==> config.mk <==
export PLATFORM = sky130hd
export DESIGN_NAME = uart_tx_arb
export DESIGN_NICKNAME = d
export VERILOG_FILES = /design/src/rtl/uart_tx_arb_pkg.sv /design/src/rtl/uart_tx_arb_rr_pick.sv /design/src/rtl/uart_tx_arb.sv
export SDC_FILE = /design/constraint.sdc
export NUM_CORES = 1
export LEC_CHECK = 0
export ABC_AREA = 1
export ABC_CLOCK_PERIOD_IN_PS = 5900
export CORE_UTILIZATION = 35
export CTS_CLUSTER_DIAMETER = 100
export CTS_CLUSTER_SIZE = 8
export DETAILED_ROUTE_END_ITERATION = 10
export GPL_TIMING_DRIVEN = 0
export SLEW_MARGIN = 0
export SYNTH_ARGS = -nofsm -noshare
export SYNTH_HDL_FRONTEND = slang
export SYNTH_HIERARCHICAL = 1
export SYNTH_SLANG_ARGS = --single-unit
==> constraint.sdc <==
create_clock -name clk_tx -period 5.9 [get_ports clk_tx]
set_input_delay 1.475 -clock clk_tx [delete_from_list [all_inputs] [get_ports clk_tx]]
set_output_delay 1.475 -clock clk_tx [all_outputs]
set_load 0.05 [all_outputs]
==> src/rtl/uart_tx_arb_pkg.sv <==
// Shared types and constants for the UART transmit arbiter.
package uart_tx_arb_pkg;

   typedef enum logic {
      IDLE = 1'b0,
      XFER = 1'b1
   } state_t;

   localparam int unsigned BYTE_W  = 8;
   localparam int unsigned GNT_W   = 3;
   localparam int unsigned MAX_REQ = 8;

endpackage

==> src/rtl/uart_tx_arb_rr_pick.sv <==
// Combinational rotate-priority picker: first requester after last_gnt, with wrap.
// Optional macro UART_TX_ARB_PRIO_EN: requester 0 wins whenever it requests.
module uart_tx_arb_rr_pick
   import uart_tx_arb_pkg::*;
#(
   parameter int unsigned NUM_REQ = 3
) (
   input  logic [NUM_REQ-1:0] req,
   input  logic [GNT_W-1:0]   last_gnt,
   output logic [GNT_W-1:0]   pick,
   output logic               any_req
);

   localparam int unsigned IW = (NUM_REQ > 1) ? $clog2(NUM_REQ) : 1;

   int unsigned idx;
   logic        found;

   // Scan offsets 1..NUM_REQ from the last grant; last_gnt < NUM_REQ so one wrap suffices.
   always_comb begin
      pick  = last_gnt;
      found = 1'b0;
      idx   = 0;
      for (int unsigned k = 1; k <= NUM_REQ; k++) begin
         idx = 32'(last_gnt) + k;
         if (idx >= NUM_REQ) begin
            idx = idx - NUM_REQ;
         end
         if (!found && req[IW'(idx)]) begin
            pick  = GNT_W'(idx);
            found = 1'b1;
         end
      end
`ifdef UART_TX_ARB_PRIO_EN
      // Requester 0 overrides the rotation; the others still rotate among themselves.
      if (req[0]) begin
         pick = '0;
      end
`endif
   end

   assign any_req = |req;

endmodule

==> src/rtl/uart_tx_arb.sv <==
// Packet-locked round-robin arbiter in front of the uart_tx character FIFO write port.
// A grant lasts one packet (up to req_last); a watchdog frees a grant whose owner stalls.
// Optional macro UART_TX_ARB_PRIO_EN gives requester 0 strict priority in arbitration.
module uart_tx_arb
   import uart_tx_arb_pkg::*;
#(
   parameter int unsigned NUM_REQ     = 3,
   parameter int unsigned TIMEOUT_CYC = 65535,
   parameter int unsigned CNT_W       = 16
) (
   input  logic                      clk_tx,
   input  logic                      rst_clk_tx_n,
   input  logic [NUM_REQ-1:0]        req_valid,
   input  logic [BYTE_W*NUM_REQ-1:0] req_data,
   input  logic [NUM_REQ-1:0]        req_last,
   output logic [NUM_REQ-1:0]        req_ready,
   input  logic                      tx_full,
   output logic [BYTE_W-1:0]         tx_data,
   output logic                      tx_wr_en,
   output logic [GNT_W-1:0]          grant_id,
   output logic                      busy,
   output logic                      timeout_err
);

   localparam int unsigned IW      = (NUM_REQ > 1) ? $clog2(NUM_REQ) : 1;
   localparam bit          WD_EN   = (TIMEOUT_CYC != 0);
   localparam logic [CNT_W-1:0] WD_LAST = CNT_W'(TIMEOUT_CYC - 1);

   state_t             state;
   state_t             state_nxt;
   logic [GNT_W-1:0]   grant_nxt;
   logic [GNT_W-1:0]   pick;
   logic               any_req;
   logic [CNT_W-1:0]   cnt;
   logic [CNT_W-1:0]   cnt_nxt;
   logic               tout_nxt;
   logic [IW-1:0]      gsel;
   logic               g_valid;
   logic               g_last;
   logic [BYTE_W-1:0]  data_arr [NUM_REQ];

   // Split the flat data bus into per-requester bytes.
   for (genvar i = 0; i < NUM_REQ; i++) begin : g_unpack
      assign data_arr[i] = req_data[BYTE_W*i +: BYTE_W];
   end

   assign gsel    = grant_id[IW-1:0];
   assign g_valid = req_valid[gsel];
   assign g_last  = req_last[gsel];
   assign busy    = (state == XFER);

   // Next grantee chosen from the current grant_id.
   uart_tx_arb_rr_pick #(
      .NUM_REQ (NUM_REQ)
   ) u_pick (
      .req      (req_valid),
      .last_gnt (grant_id),
      .pick     (pick),
      .any_req  (any_req)
   );

   // State, grant, watchdog counter and timeout pulse registers.
   always_ff @(posedge clk_tx or negedge rst_clk_tx_n) begin
      if (!rst_clk_tx_n) begin
         state       <= IDLE;
         grant_id    <= GNT_W'(NUM_REQ - 1);
         cnt         <= '0;
         timeout_err <= 1'b0;
      end else begin
         state       <= state_nxt;
         grant_id    <= grant_nxt;
         cnt         <= cnt_nxt;
         timeout_err <= tout_nxt;
      end
   end

   // Arbitration, packet transfer and watchdog; FIFO-side strobes are combinational.
   always_comb begin
      state_nxt = state;
      grant_nxt = grant_id;
      cnt_nxt   = cnt;
      tout_nxt  = 1'b0;
      req_ready = '0;
      tx_wr_en  = 1'b0;
      tx_data   = '0;
      case (state)
         IDLE: begin
            if (any_req) begin
               grant_nxt = pick;
               state_nxt = XFER;
               cnt_nxt   = '0;
            end
         end
         XFER: begin
            req_ready = tx_full ? '0 : (NUM_REQ'(1) << gsel);
            tx_wr_en  = g_valid && !tx_full;
            if (tx_wr_en) begin
               tx_data = data_arr[gsel];
               if (g_last) begin
                  state_nxt = IDLE;
               end else begin
                  cnt_nxt = '0;
               end
            end else if (!tx_full) begin
               // Owner is starving; a full FIFO never advances the watchdog.
               if (WD_EN && (cnt == WD_LAST)) begin
                  tout_nxt  = 1'b1;
                  state_nxt = IDLE;
                  cnt_nxt   = '0;
               end else if (cnt != '1) begin
                  cnt_nxt = cnt + 1'b1;
               end
            end
         end
         default: begin
            state_nxt = IDLE;
         end
      endcase
   end

endmodule

==> flow_summary.yaml <==
synth:
  yosysWarnings: 6
  synthArstFlopShare_pct: 100.0
  synth_top_flop_cell: "dfrtp_1"
  synth-edff-count: 0
  syn_area_per_cell_sq_um: 6.856
  ys_types: 37
  ys_seq_area_share_pct: 22.87
  synth_top_area_share_pct: 21.73
  synth_top_cell_by_area: "dfrtp_1"
  synth.area.top_cells: "dfrtp_1, nand2_1, nand3_1, nor2_1, nand2_2"
  syn_area_sq_mm: 0.002303
  synth_seq_cells: 21
  syn_nets: 378
  synthCells: 336
placed_design:
  dp.final_hpwl_um: 4449
  portBuffers: 49
  dp.cells: 462
  gp_congestion: 0.8327
  dp_slack_ns: 0.8285
sta:
  tns_ns: 0
  hold_viol_final: 0
  timing.final.crit_share_pct: 85.75
  fmax_mhz: 197.7
  rsz0062_at_grt: "false"
  fin_skew_ns: 0.001328
  finalCriticalPeriod_ns: 5.059
  worst_pin_slew_ns: 0.9477
  slew_violations: 0
  setup_ws_ns: 0.8406
  finalSetupViolations: 0
  relSlewSlack_pct: 36.62
worst_setup_path:
  cp.required_ns: 4.43
  arrival_ns: 3.58
  endpoint_kind: "primary output"
  crit_family: "buffers and inverters"
  cpPeakStageDelay_ns: 0.84
  cp_max_fo: 9
  path_cells: "clkdlybuf4s50_1 -> nand3_2 -> nand3_4 -> nand2_1 -> a31oi_1 -> clkdlybuf4s50_1"
  crit_slowest_cell: "clkdlybuf4s50_1"
  critPathBufInv: 2
  cp-start-kind: "primary input"
  critPathKind: "primary input to primary output"
  crit_top_cell: "clkdlybuf4s50_1"
clocking:
  cts_max_level: 1
  postCtsSetupBuffers: 0
  cts_hold_buf: 0
  clock_latency_ns: 0.26
  root_buffer: "clkbuf_8"
  clk_pin_slew_ns: 0.07
  clock_path_buffers: 2
  clock-sinks: 21
  numCtsBuffers: 3
  cts_resized: 0
  cts_tree: "built"
floorplan:
  std_cell_rows: 29
  die-area_sq_mm: 0.006910
  die_h_um: 83.13
  ios: 50
  die_w_um: 83.13
  fp.coreArea_sq_mm: 0.006350
  initial_core_util_pct: 36.28
drt:
  dr.first_iter.drc_count: 115
  drc: 0
  wl_per_cell_um: 12.21
  vias: 2335
  postRouteAntennaNets: 0
  wl_um: 5690
  via_per_inst: 5.011
  dr.pass1.iters: 4
run:
  cap_violations: 0
final_layout:
  drive_gt1_share_pct: 16.20
  final_common_cell: "nand2_1"
  nets: 432
  antenna_cells: 0
  final_util_pct: 46.23
  final_cell_count_no_fill: 466
  area_growth_pct: 27.43
  final_cell_mix: "nand2_1, clkdlybuf4s50_1, nor2_1, nand3_1, inv_1"
grt:
  top_usage_layer: "met2"
  grt_max_degree: 22
  grt_pass1_wl_um: 10460
  grt_usage_pct: 17.84
  grt_pass1_vias: 2292
  grtUsageMet2_pct: 29.66
  gr-total-overflow: 0
  grt_use_met3_pct: 2.684
  antenna_found_initial: 0
  grtUsageMet1_pct: 24.69
power_and_ir_drop:
  comb_power_share_pct: 77.5
  power_density_mw_per_mm2: 460.2
  switchingPower_uw: 769.2
  static-leakage-power_uw: 0.001338
  ir_drop_v: 0.0002701
  clkPwrFrac_pct: 7.1
  switching_share_pct: 56.95
  seqPwrFrac_pct: 15.5
  internal-power_uw: 581.6
run_status:
  status: "finished, final reports clean"
min_path:
  hp-class: "register to register"
[flip-flops by register name, summed over array words and instances (netlist names)]
name         count
timeout_err      1
cnt             16
busy             1
grant_id         3
[area by class of cell]
type                            instances  area [sq um]
Timing Repair Buffer                   49         490.5
Buffer                                  8         68.82
Inverter                               30         122.6
Fill cell                             642          3415
Clock buffer                            4         45.04
Multi-Input combinational cell        277          1585
Sequential cell                        21         526.8
Tap cell                               77         96.34
[logic make-up (layout without fill, tap and decap cells)]
kind of cell / Yosys count / after routing / synth area share (%)
simple gates: 230 / 230 / 52.58
buf+inv: 38 / 91 / 8.310
compound gates: 26 / 26 / 6.681
flops: 21 / 21 / 22.87
xor+xnor: 11 / 11 / 4.183
fa+ha+maj: 9 / 9 / 4.889
mux: 1 / 1 / 0.4888
[synth_stat cells (3+ instances only)]
cell type and n:
nor3_1 5, nand2_1 87, nor2_8 3, buf_6 3, nor2_4 3, nand4_1 13, dfrtp_1 20, xor2_1 8
nand2_2 21, a21oi_1 11, inv_2 4, nand3_4 3, a22oi_1 6, xnor2_1 3, nand3_1 39, nand3_2 8
inv_1 22, o21ai_0 4, nor2_1 40, ha_1 9
[path summary, 6_finish.rpt]
kind	startpoint	to	slack (ns)	cells after the start
hold / removal	cnt[15]	cnt[15]	0.57	2
min in group asynchronous	rst_clk_tx_n	cnt[7]	1.74	1
hold reg to reg	cnt[15]	cnt[15]	0.57	2
setup / recovery	req_valid[2]	tx_data[6]	0.84	6
setup reg to reg	grant_id[1]	grant_id[2]	3.33	13
max in group asynchronous	rst_clk_tx_n	grant_id[0]	3.59	1
[power by group through the flow]
stage / Clock (uW) / Combinational [uW] / Sequential [uW]
2_1_floorplan: 0 / 786 / 244
3_3_place_gp: 0 / 1030 / 212
3_5_place_dp: 0 / 1050 / 213
4_1_cts: 99.2 / 1050 / 210
5_1_grt: 105 / 1180 / 216
6_report: 95.3 / 1050 / 209
[through the flow]
stage | power, uW | area [sq um] | hold WS [ns]
final | 1351 | 2935 | 0.5740
after CTS | 1361 | 2935 | 0.5812
after global routing | 1497 | 2935 | 0.5971
after detailed placement | 1261 | 2890 | 0.5612
after global placement | 1243 | 2890 | 0.5513
after floorplan | 1030 | 2303 | 0.5205
[metal layers]
metal | vias to the layer above | wire, um
li1 | 1216 | -
met1 | 1034 | 2821
met2 | 74 | 2474
met3 | 11 | 331
met4 | 0 | 63
met5 | - | 0
[worst register-to-register path, stage by stage, from the launching register on]
cell      delay, ns
dfstp_2        0.62
inv_1          0.13
ha_1           0.38
xnor2_1        0.32
nand2_1        0.15
nand2_1        0.09
nand2_1        0.05
nand3b_1       0.07
nand2_1        0.09
nand3_4        0.12
nand2_1        0.06
nor2_1         0.09
nor2_1         0.04
mux2_2         0.25
(Power assumes the default switching activity.)
